**src/rtl/map_arbiter_if.sv**
```systemverilog
// Purpose: bundles the two lookup requesters, the hold gate and the map_rom port of map_arbiter.
// Latency: wiring only, no logic of its own.
// Backpressure: requesters hold req and address until they see gnt; hold blocks new grants.
//
// Port summary (slave = arbiter side, master = requester/ROM side):
//   t_req/t_row/t_col -> t_gnt, t_valid   tracer lookup channel
//   o_req/o_row/o_col -> o_gnt, o_valid   overlay/debug lookup channel
//   hold                                  suppresses new grants while high
//   rom_row/rom_col -> rom_val            registered address out, combinational cell value back
//   rd_val, busy                          shared lookup result, in-flight indicator
interface map_arbiter_if #(
    parameter int BITS = 2
);
    logic            t_req;
    logic [3:0]      t_row;
    logic [3:0]      t_col;
    logic            t_gnt;
    logic            t_valid;

    logic            o_req;
    logic [3:0]      o_row;
    logic [3:0]      o_col;
    logic            o_gnt;
    logic            o_valid;

    logic            hold;

    logic [3:0]      rom_row;
    logic [3:0]      rom_col;
    logic [BITS-1:0] rom_val;

    logic [BITS-1:0] rd_val;
    logic            busy;

    modport slave (
        input  t_req, t_row, t_col,
        input  o_req, o_row, o_col,
        input  hold,
        input  rom_val,
        output t_gnt, t_valid,
        output o_gnt, o_valid,
        output rom_row, rom_col,
        output rd_val, busy
    );

    modport master (
        output t_req, t_row, t_col,
        output o_req, o_row, o_col,
        output hold,
        output rom_val,
        input  t_gnt, t_valid,
        input  o_gnt, o_valid,
        input  rom_row, rom_col,
        input  rd_val, busy
    );
endinterface

```
**src/rtl/map_arbiter.sv**
```systemverilog
// Purpose: round-robin sharing of the single map_rom lookup port between tracer (T) and overlay (O).
// Latency: grant in cycle N, registered address in N+1, valid pulse with rd_val in N+2; 1 lookup/cycle.
// Backpressure: requester holds req until its combinational gnt; hold gates grants, in-flight lookups finish.
//
// Ports: clk, reset_n (async, active-low) plus the slave side of map_arbiter_if
//        (request channels, hold, rom address/value, rd_val, busy).
module map_arbiter #(
    parameter int BITS = 2
) (
    input  logic         clk,
    input  logic         reset_n,
    map_arbiter_if.slave bus
);

    typedef enum logic {
        REQ_T = 1'b0,
        REQ_O = 1'b1
    } req_id_e;

    // Round-robin pointer: the requester granted most recently.
    req_id_e         last_q;
    req_id_e         last_d;

    // Stage 1: address presented to map_rom plus the tag of the lookup it belongs to.
    logic [3:0]      rom_row_q;
    logic [3:0]      rom_row_d;
    logic [3:0]      rom_col_q;
    logic [3:0]      rom_col_d;
    logic            s1_vld_q;
    logic            s1_vld_d;
    req_id_e         s1_id_q;
    req_id_e         s1_id_d;

    // Stage 2: captured cell value and per-requester valid pulses.
    logic [BITS-1:0] rd_val_q;
    logic [BITS-1:0] rd_val_d;
    logic            t_valid_q;
    logic            t_valid_d;
    logic            o_valid_q;
    logic            o_valid_d;

    logic            t_win;
    logic            o_win;

    // Grant decision. This is the only combinational path to outputs:
    // req/hold/last_q -> gnt. On a tie the requester that did not win last time goes.
    always_comb begin : grant_logic
        t_win = 1'b0;
        o_win = 1'b0;
        if (!bus.hold) begin
            if (bus.t_req && bus.o_req) begin
                t_win = (last_q == REQ_O);
                o_win = (last_q == REQ_T);
            end else begin
                t_win = bus.t_req;
                o_win = bus.o_req;
            end
        end
    end

    always_comb begin : next_state
        last_d    = last_q;
        rom_row_d = rom_row_q;
        rom_col_d = rom_col_q;
        s1_id_d   = s1_id_q;
        s1_vld_d  = t_win | o_win;

        if (t_win) begin
            last_d    = REQ_T;
            rom_row_d = bus.t_row;
            rom_col_d = bus.t_col;
            s1_id_d   = REQ_T;
        end else if (o_win) begin
            last_d    = REQ_O;
            rom_row_d = bus.o_row;
            rom_col_d = bus.o_col;
            s1_id_d   = REQ_O;
        end

        // rom_val is settled one cycle after the address register changed, so it
        // is captured here; rd_val keeps the last result when nothing is in flight.
        rd_val_d  = s1_vld_q ? bus.rom_val : rd_val_q;
        t_valid_d = s1_vld_q & (s1_id_q == REQ_T);
        o_valid_d = s1_vld_q & (s1_id_q == REQ_O);
    end

    // Reset discards anything in flight; last_q starts at O so T wins the first tie.
    always_ff @(posedge clk or negedge reset_n) begin
        if (!reset_n) begin
            last_q    <= REQ_O;
            rom_row_q <= 4'd0;
            rom_col_q <= 4'd0;
            s1_vld_q  <= 1'b0;
            s1_id_q   <= REQ_T;
            rd_val_q  <= '0;
            t_valid_q <= 1'b0;
            o_valid_q <= 1'b0;
        end else begin
            last_q    <= last_d;
            rom_row_q <= rom_row_d;
            rom_col_q <= rom_col_d;
            s1_vld_q  <= s1_vld_d;
            s1_id_q   <= s1_id_d;
            rd_val_q  <= rd_val_d;
            t_valid_q <= t_valid_d;
            o_valid_q <= o_valid_d;
        end
    end

    assign bus.t_gnt   = t_win;
    assign bus.o_gnt   = o_win;
    assign bus.rom_row = rom_row_q;
    assign bus.rom_col = rom_col_q;
    assign bus.rd_val  = rd_val_q;
    assign bus.t_valid = t_valid_q;
    assign bus.o_valid = o_valid_q;
    assign bus.busy    = s1_vld_q | t_valid_q | o_valid_q;

    // Structural guarantees of the arbiter.
    a_one_grant: assert property (@(posedge clk) disable iff (!reset_n)
        !(t_win && o_win));
    a_gnt_needs_req: assert property (@(posedge clk) disable iff (!reset_n)
        (!t_win || bus.t_req) && (!o_win || bus.o_req));
    a_hold_blocks: assert property (@(posedge clk) disable iff (!reset_n)
        bus.hold |-> !(t_win || o_win));

endmodule

```
**src/flat_wrapper.sv**
```systemverilog
// flat-port wrapper written by rule: the top's interface ports become plain ports
module map_arbiter_flat 
#(
    parameter int BITS = 2
)
  (clk, reset_n, bus_t_req, bus_t_row, bus_t_col, bus_o_req, bus_o_row, bus_o_col, bus_hold, bus_rom_val, bus_t_gnt, bus_t_valid, bus_o_gnt, bus_o_valid, bus_rom_row, bus_rom_col, bus_rd_val, bus_busy);
  map_arbiter_if #(.BITS(BITS)) bus_i ();
  input  logic clk;
  input  logic reset_n;
  input wire logic [$bits(bus_i.t_req)-1:0] bus_t_req;
  input wire logic [$bits(bus_i.t_row)-1:0] bus_t_row;
  input wire logic [$bits(bus_i.t_col)-1:0] bus_t_col;
  input wire logic [$bits(bus_i.o_req)-1:0] bus_o_req;
  input wire logic [$bits(bus_i.o_row)-1:0] bus_o_row;
  input wire logic [$bits(bus_i.o_col)-1:0] bus_o_col;
  input wire logic [$bits(bus_i.hold)-1:0] bus_hold;
  input wire logic [$bits(bus_i.rom_val)-1:0] bus_rom_val;
  output wire logic [$bits(bus_i.t_gnt)-1:0] bus_t_gnt;
  output wire logic [$bits(bus_i.t_valid)-1:0] bus_t_valid;
  output wire logic [$bits(bus_i.o_gnt)-1:0] bus_o_gnt;
  output wire logic [$bits(bus_i.o_valid)-1:0] bus_o_valid;
  output wire logic [$bits(bus_i.rom_row)-1:0] bus_rom_row;
  output wire logic [$bits(bus_i.rom_col)-1:0] bus_rom_col;
  output wire logic [$bits(bus_i.rd_val)-1:0] bus_rd_val;
  output wire logic [$bits(bus_i.busy)-1:0] bus_busy;
  assign bus_i.t_req = bus_t_req;
  assign bus_i.t_row = bus_t_row;
  assign bus_i.t_col = bus_t_col;
  assign bus_i.o_req = bus_o_req;
  assign bus_i.o_row = bus_o_row;
  assign bus_i.o_col = bus_o_col;
  assign bus_i.hold = bus_hold;
  assign bus_i.rom_val = bus_rom_val;
  assign bus_t_gnt = bus_i.t_gnt;
  assign bus_t_valid = bus_i.t_valid;
  assign bus_o_gnt = bus_i.o_gnt;
  assign bus_o_valid = bus_i.o_valid;
  assign bus_rom_row = bus_i.rom_row;
  assign bus_rom_col = bus_i.rom_col;
  assign bus_rd_val = bus_i.rd_val;
  assign bus_busy = bus_i.busy;
  map_arbiter #(.BITS(BITS)) u_core (.clk(clk), .reset_n(reset_n), .bus(bus_i));
endmodule
```
**config.mk**
```make
export PLATFORM = sky130hd
export DESIGN_NAME = map_arbiter_flat
export DESIGN_NICKNAME = d
export VERILOG_FILES = /design/src/rtl/map_arbiter_if.sv /design/src/rtl/map_arbiter.sv /design/src/flat_wrapper.sv
export SDC_FILE = /design/constraint.sdc
export NUM_CORES = 1
export LEC_CHECK = 0
export BUFFER_PORTS_ARGS = -buffer_cell sky130_fd_sc_hd__buf_2
export CORE_MARGIN = 8
export CORE_UTILIZATION = 46
export DETAILED_ROUTE_END_ITERATION = 8
export PLACE_DENSITY = 0.92
export REMOVE_ABC_BUFFERS = 1
export SYNTH_ARGS = -nofsm -noshare
export SYNTH_HDL_FRONTEND = slang
export SYNTH_SLANG_ARGS = --single-unit
```
**constraint.sdc**
```tcl
create_clock -name clk -period 3.3 [get_ports clk]
set_clock_uncertainty 0.15 [all_clocks]
set_input_delay 0 -clock clk [delete_from_list [all_inputs] [get_ports clk]]
set_output_delay 0 -clock clk [all_outputs]
set_load 0.03 [all_outputs]
```
# == After elaboration in Yosys (flattened, before gate mapping) ==
# Cells that the tools add are included.
# totals
register_bits,15
inputBits,23
out_inout_bits,15
wordCells,27
# classes
n_mux,10
n_bitwise,7
reduce_logical,2
# ops
operator,count
2-to-1 mux 4 bit,4
2-to-1 mux 1 bit,6
OR 1 bit,3
bitwise AND 1 bit,2
inverter 1 bit,2
nonzero test 2 bit,1
logical AND 1 bit,1

# == Depth between registers and ports, before layout ==
# logic_depth
word_depth,5
mapped_depth,5
depth_no_buf,4

# == Worst setup path before layout ==
# Ideal clock, no wire load.
# synth_timing
path_kind,flip-flop to flip-flop
from,reg u_core.last_q
to,reg u_core.last_q
setup_ns,0.063
arrival_ns,1.440
t_required_ns,3.087
setup_slack_ns,1.647
path_stages_with_launch,3
n_path_buf,0
period_less_slack_ns,1.653
cell_sequence,dfstp_2 a211oi_1 a21o_2
# synth_via
elab_chain_len,4
word_cells_on_any_way,7
cone_classes,mux (5); bitwise (1); reduce/logical (1)
# synth_lines
item,line,text
from (decl),map_arbiter.sv:21,req_id_e last_q;
from (signal assigned),map_arbiter.sv:99,last_q <= last_d;
inverter 1 bit,map_arbiter.sv:53,o_win = (last_q == REQ_T);
2-to-1 mux 1 bit,map_arbiter.sv:51,if (bus.t_req && bus.o_req) begin
2-to-1 mux 1 bit,map_arbiter.sv:50,if (!bus.hold) begin
net bus_o_gnt,flat_wrapper.sv:20,output wire logic [$bits(bus_i.o_gnt)-1:0] bus_o_gnt;
nonzero test 2 bit (no line),-,
# The timed path passes the listed nets, and every way through them passes these cells.
# A chain may end at the register's enable or synchronous reset.

# == Final worst setup path ==
# layout_timing
from,reg u_core.last_q
to,reg u_core.s1_id_q
# layout_via
elab_chain_len,4
word_cells_on_any_way,7
cone_classes,mux (5); bitwise (1); reduce/logical (1)
# layout_lines
item,line,text
inverter 1 bit,map_arbiter.sv:53,
2-to-1 mux 1 bit,map_arbiter.sv:51,
2-to-1 mux 1 bit,map_arbiter.sv:50,
nonzero test 2 bit (no line),-,
to (signal assigned),map_arbiter.sv:103,s1_id_q <= s1_id_d;
to (decl),map_arbiter.sv:31,req_id_e s1_id_q;
# Parallel ways exist; a longest one is shown, timed or not.

==> impl_metrics.py <==
metrics = {
    "run_status": {
        "status": "complete, no violations",
    },
    "sta": {
        "setup_viol": 0,
        "tns_ns": 0,
        "rsz0062_at_grt": "no",
        "worst_pin_slew_ns": 0.581,
        "clock.fmax_mhz": 445,
        "slew_headroom": 0.611,
        "final.setup.worst_slack_ns": 1.05,
        "drv_slew": 0,
        "finalCriticalPeriod_ns": 2.25,
        "hold_viol_final": 0,
        "post-route-period-util": 0.682,
    },
    "pwr": {
        "p_leak_nw": 0.553,
        "vdd_drop_max_v": 0.000350,
        "p_int_w": 0.000332,
        "clkPwrFrac": 0.209,
        "swShare": 0.333,
        "combPwrFrac": 0.346,
        "power_switching_w": 0.000166,
        "power_density_nw_per_um2": 429,
        "pwr-share-seq": 0.446,
    },
    "floorplan": {
        "dieHeight_um": 55.2,
        "core_area_um2": 1470,
        "die-area_um2": 3040,
        "ios": 38,
        "rows": 14,
        "start_util": 0.480,
        "die_w_um": 55.2,
    },
    "critical_path": {
        "worstPathCellList": "a211oi_1 > dlygate4sd3_1 > a21o_1 > dlygate4sd3_1",
        "reg2reg_slack_ns": 1.05,
        "cp_slowest_cell": "dlygate4sd3_1",
        "arrival_ns": 2.27,
        "regToRegStartpoint": "u_core.last_q$_DFFE_PN1P_",
        "cpMostUsedCell": "dlygate4sd3_1",
        "cp.required_ns": 3.32,
        "worstSetupPathType": "flip-flop to flip-flop",
        "cpPeakStageDelay_ns": 0.60,
        "cp-start-kind": "flip-flop",
        "rr_endpoint": "u_core.s1_id_q$_DFFE_PN0P_",
        "startpoint": "u_core.last_q$_DFFE_PN1P_",
        "endpoint_kind": "flip-flop",
        "reg2regPathDepth": 4,
        "cp_max_fo": 3,
    },
    "final_layout": {
        "area_growth_pct": 64.4,
        "layout_commonest_cell": "buf_2",
        "antenna_cells": 0,
        "fillers": 100,
        "drive_gt1_frac": 0.394,
        "fin_nets": 151,
        "final_cell_mix": "buf_2 (37), dlygate4sd3_1 (25), dfrtp_1 (14)",
    },
    "global_route": {
        "gr-total-overflow": 0,
        "grt_pass1_wl_um": 3360,
        "grt_max_degree": 18,
        "grtUsageTotal": 0.157,
        "grt_antenna_before_repair": 0,
        "grt_pass1_vias": 789,
    },
    "placed_design": {
        "portBuffers": 37,
        "dpl.hpwl_um": 1330,
        "detailedPlace.worstSlack_ns": 1.79,
        "place_congestion": 0.655,
    },
    "yosys": {
        "syn_area_um2": 706,
        "seq_area_frac_synth": 0.534,
        "yosysTopAreaCellShare": 0.496,
        "syn_inst": 64,
        "syn_avg_cell_area_um2": 11.0,
        "yosysWarnings": 0,
        "synth_seq_cells": 15,
        "synth.distinct_cells": 21,
        "synth_area_leaders": "dfrtp_1 (50%), a31oi_1 (7.1%), or3b_1 (6.2%), o21ai_0 (5.7%), nor2_1 (4.8%)",
        "synth.largest_area_cell": "dfrtp_1",
    },
    "route": {
        "ant_nets": 0,
        "highest_layer": "met4",
        "drt_wl_total_um": 2230,
        "drt-vias-per-instance": 5.14,
        "drc": 0,
        "drtPass1Iterations": 4,
        "dr_wl_met2_um": 1220,
        "route.detailed.wl_per_inst_um": 15.6,
        "m1WireLength_um": 758,
        "dr_wl_met3_um": 205,
        "vias": 735,
        "drt_iter0_drc": 13,
    },
    "cts": {
        "path_clk_slew_ns": 0.08,
        "clock-sinks": 15,
        "h-tree-depth": 1,
        "cts_root_buf": "clkbuf_4",
        "insertion_delay_ns": 0.28,
        "cts_tree": "built",
        "clock_path_buffers": 2,
        "cts_made_buffers": 3,
    },
    "worst_hold_path": {
        "hold_path.class": "primary input to flip-flop",
        "holdPathEnd": "u_core.last_q$_DFFE_PN1P_",
        "hold_depth": 3,
        "hp-start": "bus_t_req",
    },
    "flow_run": {
        "cap_violations": 0,
    },
}
through the flow:
step           utilization  area (um2)  total power (W)  cells  hold slack [ns]
6_report             0.788        1160         0.000498    143           0.0797
3_3_place_gp         0.600         883         0.000352    114           -0.242
2_1_floorplan            -         678         0.000307     61           -0.446
3_5_place_dp         0.600         883         0.000357    114           -0.234
4_1_cts              0.788        1160         0.000495    143           0.0178
5_1_grt              0.788        1160         0.000525    143           0.0711
worst max-delay path: cells and delay by family (launching register included):
| family | cells | cell delay, ns |
|---|---|---|
| AO/OA/AOI/OAI | 2 | 0.25 |
| buffers and inverters | 2 | 1.15 |
| flip-flops | 1 | 0.59 |
logic make-up (layout without fill, tap and decap cells):
group / after synthesis / after routing / share of synthesized area
DFF: 15 / 15 / 0.534
AOI/OAI and AO/OA: 20 / 20 / 0.172
buffers and inverters: 5 / 68 / 0.0496
and+or+nand+nor: 22 / 22 / 0.213
muxes: 2 / 2 / 0.0319
state kept, by name, indices dropped and copies added (netlist names):
register / cells
u_core.bus.o_valid: 1
u_core.bus.rd_val: 2
u_core.bus.rom_col: 4
u_core.bus.rom_row: 4
u_core.bus.t_valid: 1
u_core.last_q: 1
u_core.s1_id_q: 1
u_core.s1_vld_q: 1
synthesized netlist by cell type, drive strengths merged:
master,count
nor2,9
dfrtp,14
and2,1
buf,3
nand2b,1
a211oi,1
a21o,2
o21ai,8
or3,1
inv,2
mux2,2
or3b,8
o21bai,1
dfstp,1
a31oi,8
nor2b,2
area by class of cell:
class / count / area, um2 / share of cell area
clock buffer: 4 / 26.3 / 0.0227
inverter: 2 / 7.51 / 0.00647
multi-input combinational: 44 / 294 / 0.254
sequential: 15 / 377 / 0.325
tap: 16 / 20.0 / 0.0173
timing repair buffer: 62 / 435 / 0.375
power groups by stage:
stage          Clock, W  Sequential, W  Combinational [W]
6_report       0.000104       0.000222           0.000172
5_1_grt        0.000118       0.000224           0.000183
4_1_cts        0.000105       0.000221           0.000169
3_5_place_dp          0       0.000225           0.000132
3_3_place_gp          0       0.000224           0.000128
2_1_floorplan         0       0.000262          0.0000451
worst max path at each step:
stage	endpoint	depth (start not counted)
3_5_place_dp	u_core.bus.rom_row[2]$_DFFE_PN0P_	3
2_1_floorplan	u_core.last_q$_DFFE_PN1P_	2
4_1_cts	u_core.s1_id_q$_DFFE_PN0P_	4
6_report	u_core.s1_id_q$_DFFE_PN0P_	4
5_1_grt	u_core.s1_id_q$_DFFE_PN0P_	4
3_3_place_gp	u_core.bus.rom_col[0]$_DFFE_PN0P_	3
routing by layer:
| layer | GRT usage | vias up |
|---|---|---|
| met4 | 0.0600 | 0 |
| li1 | - | 356 |
| met5 | 0 | - |
| met2 | 0.310 | 38 |
| met1 | 0.139 | 333 |
| met3 | 0.0535 | 8 |
repair_timing:
action	CTS	global route
hold buffers	25	0
gates resized for setup	0	0
hold endpoints to repair	27	0
buffers inserted	0	0
(Power assumes the default switching activity.)
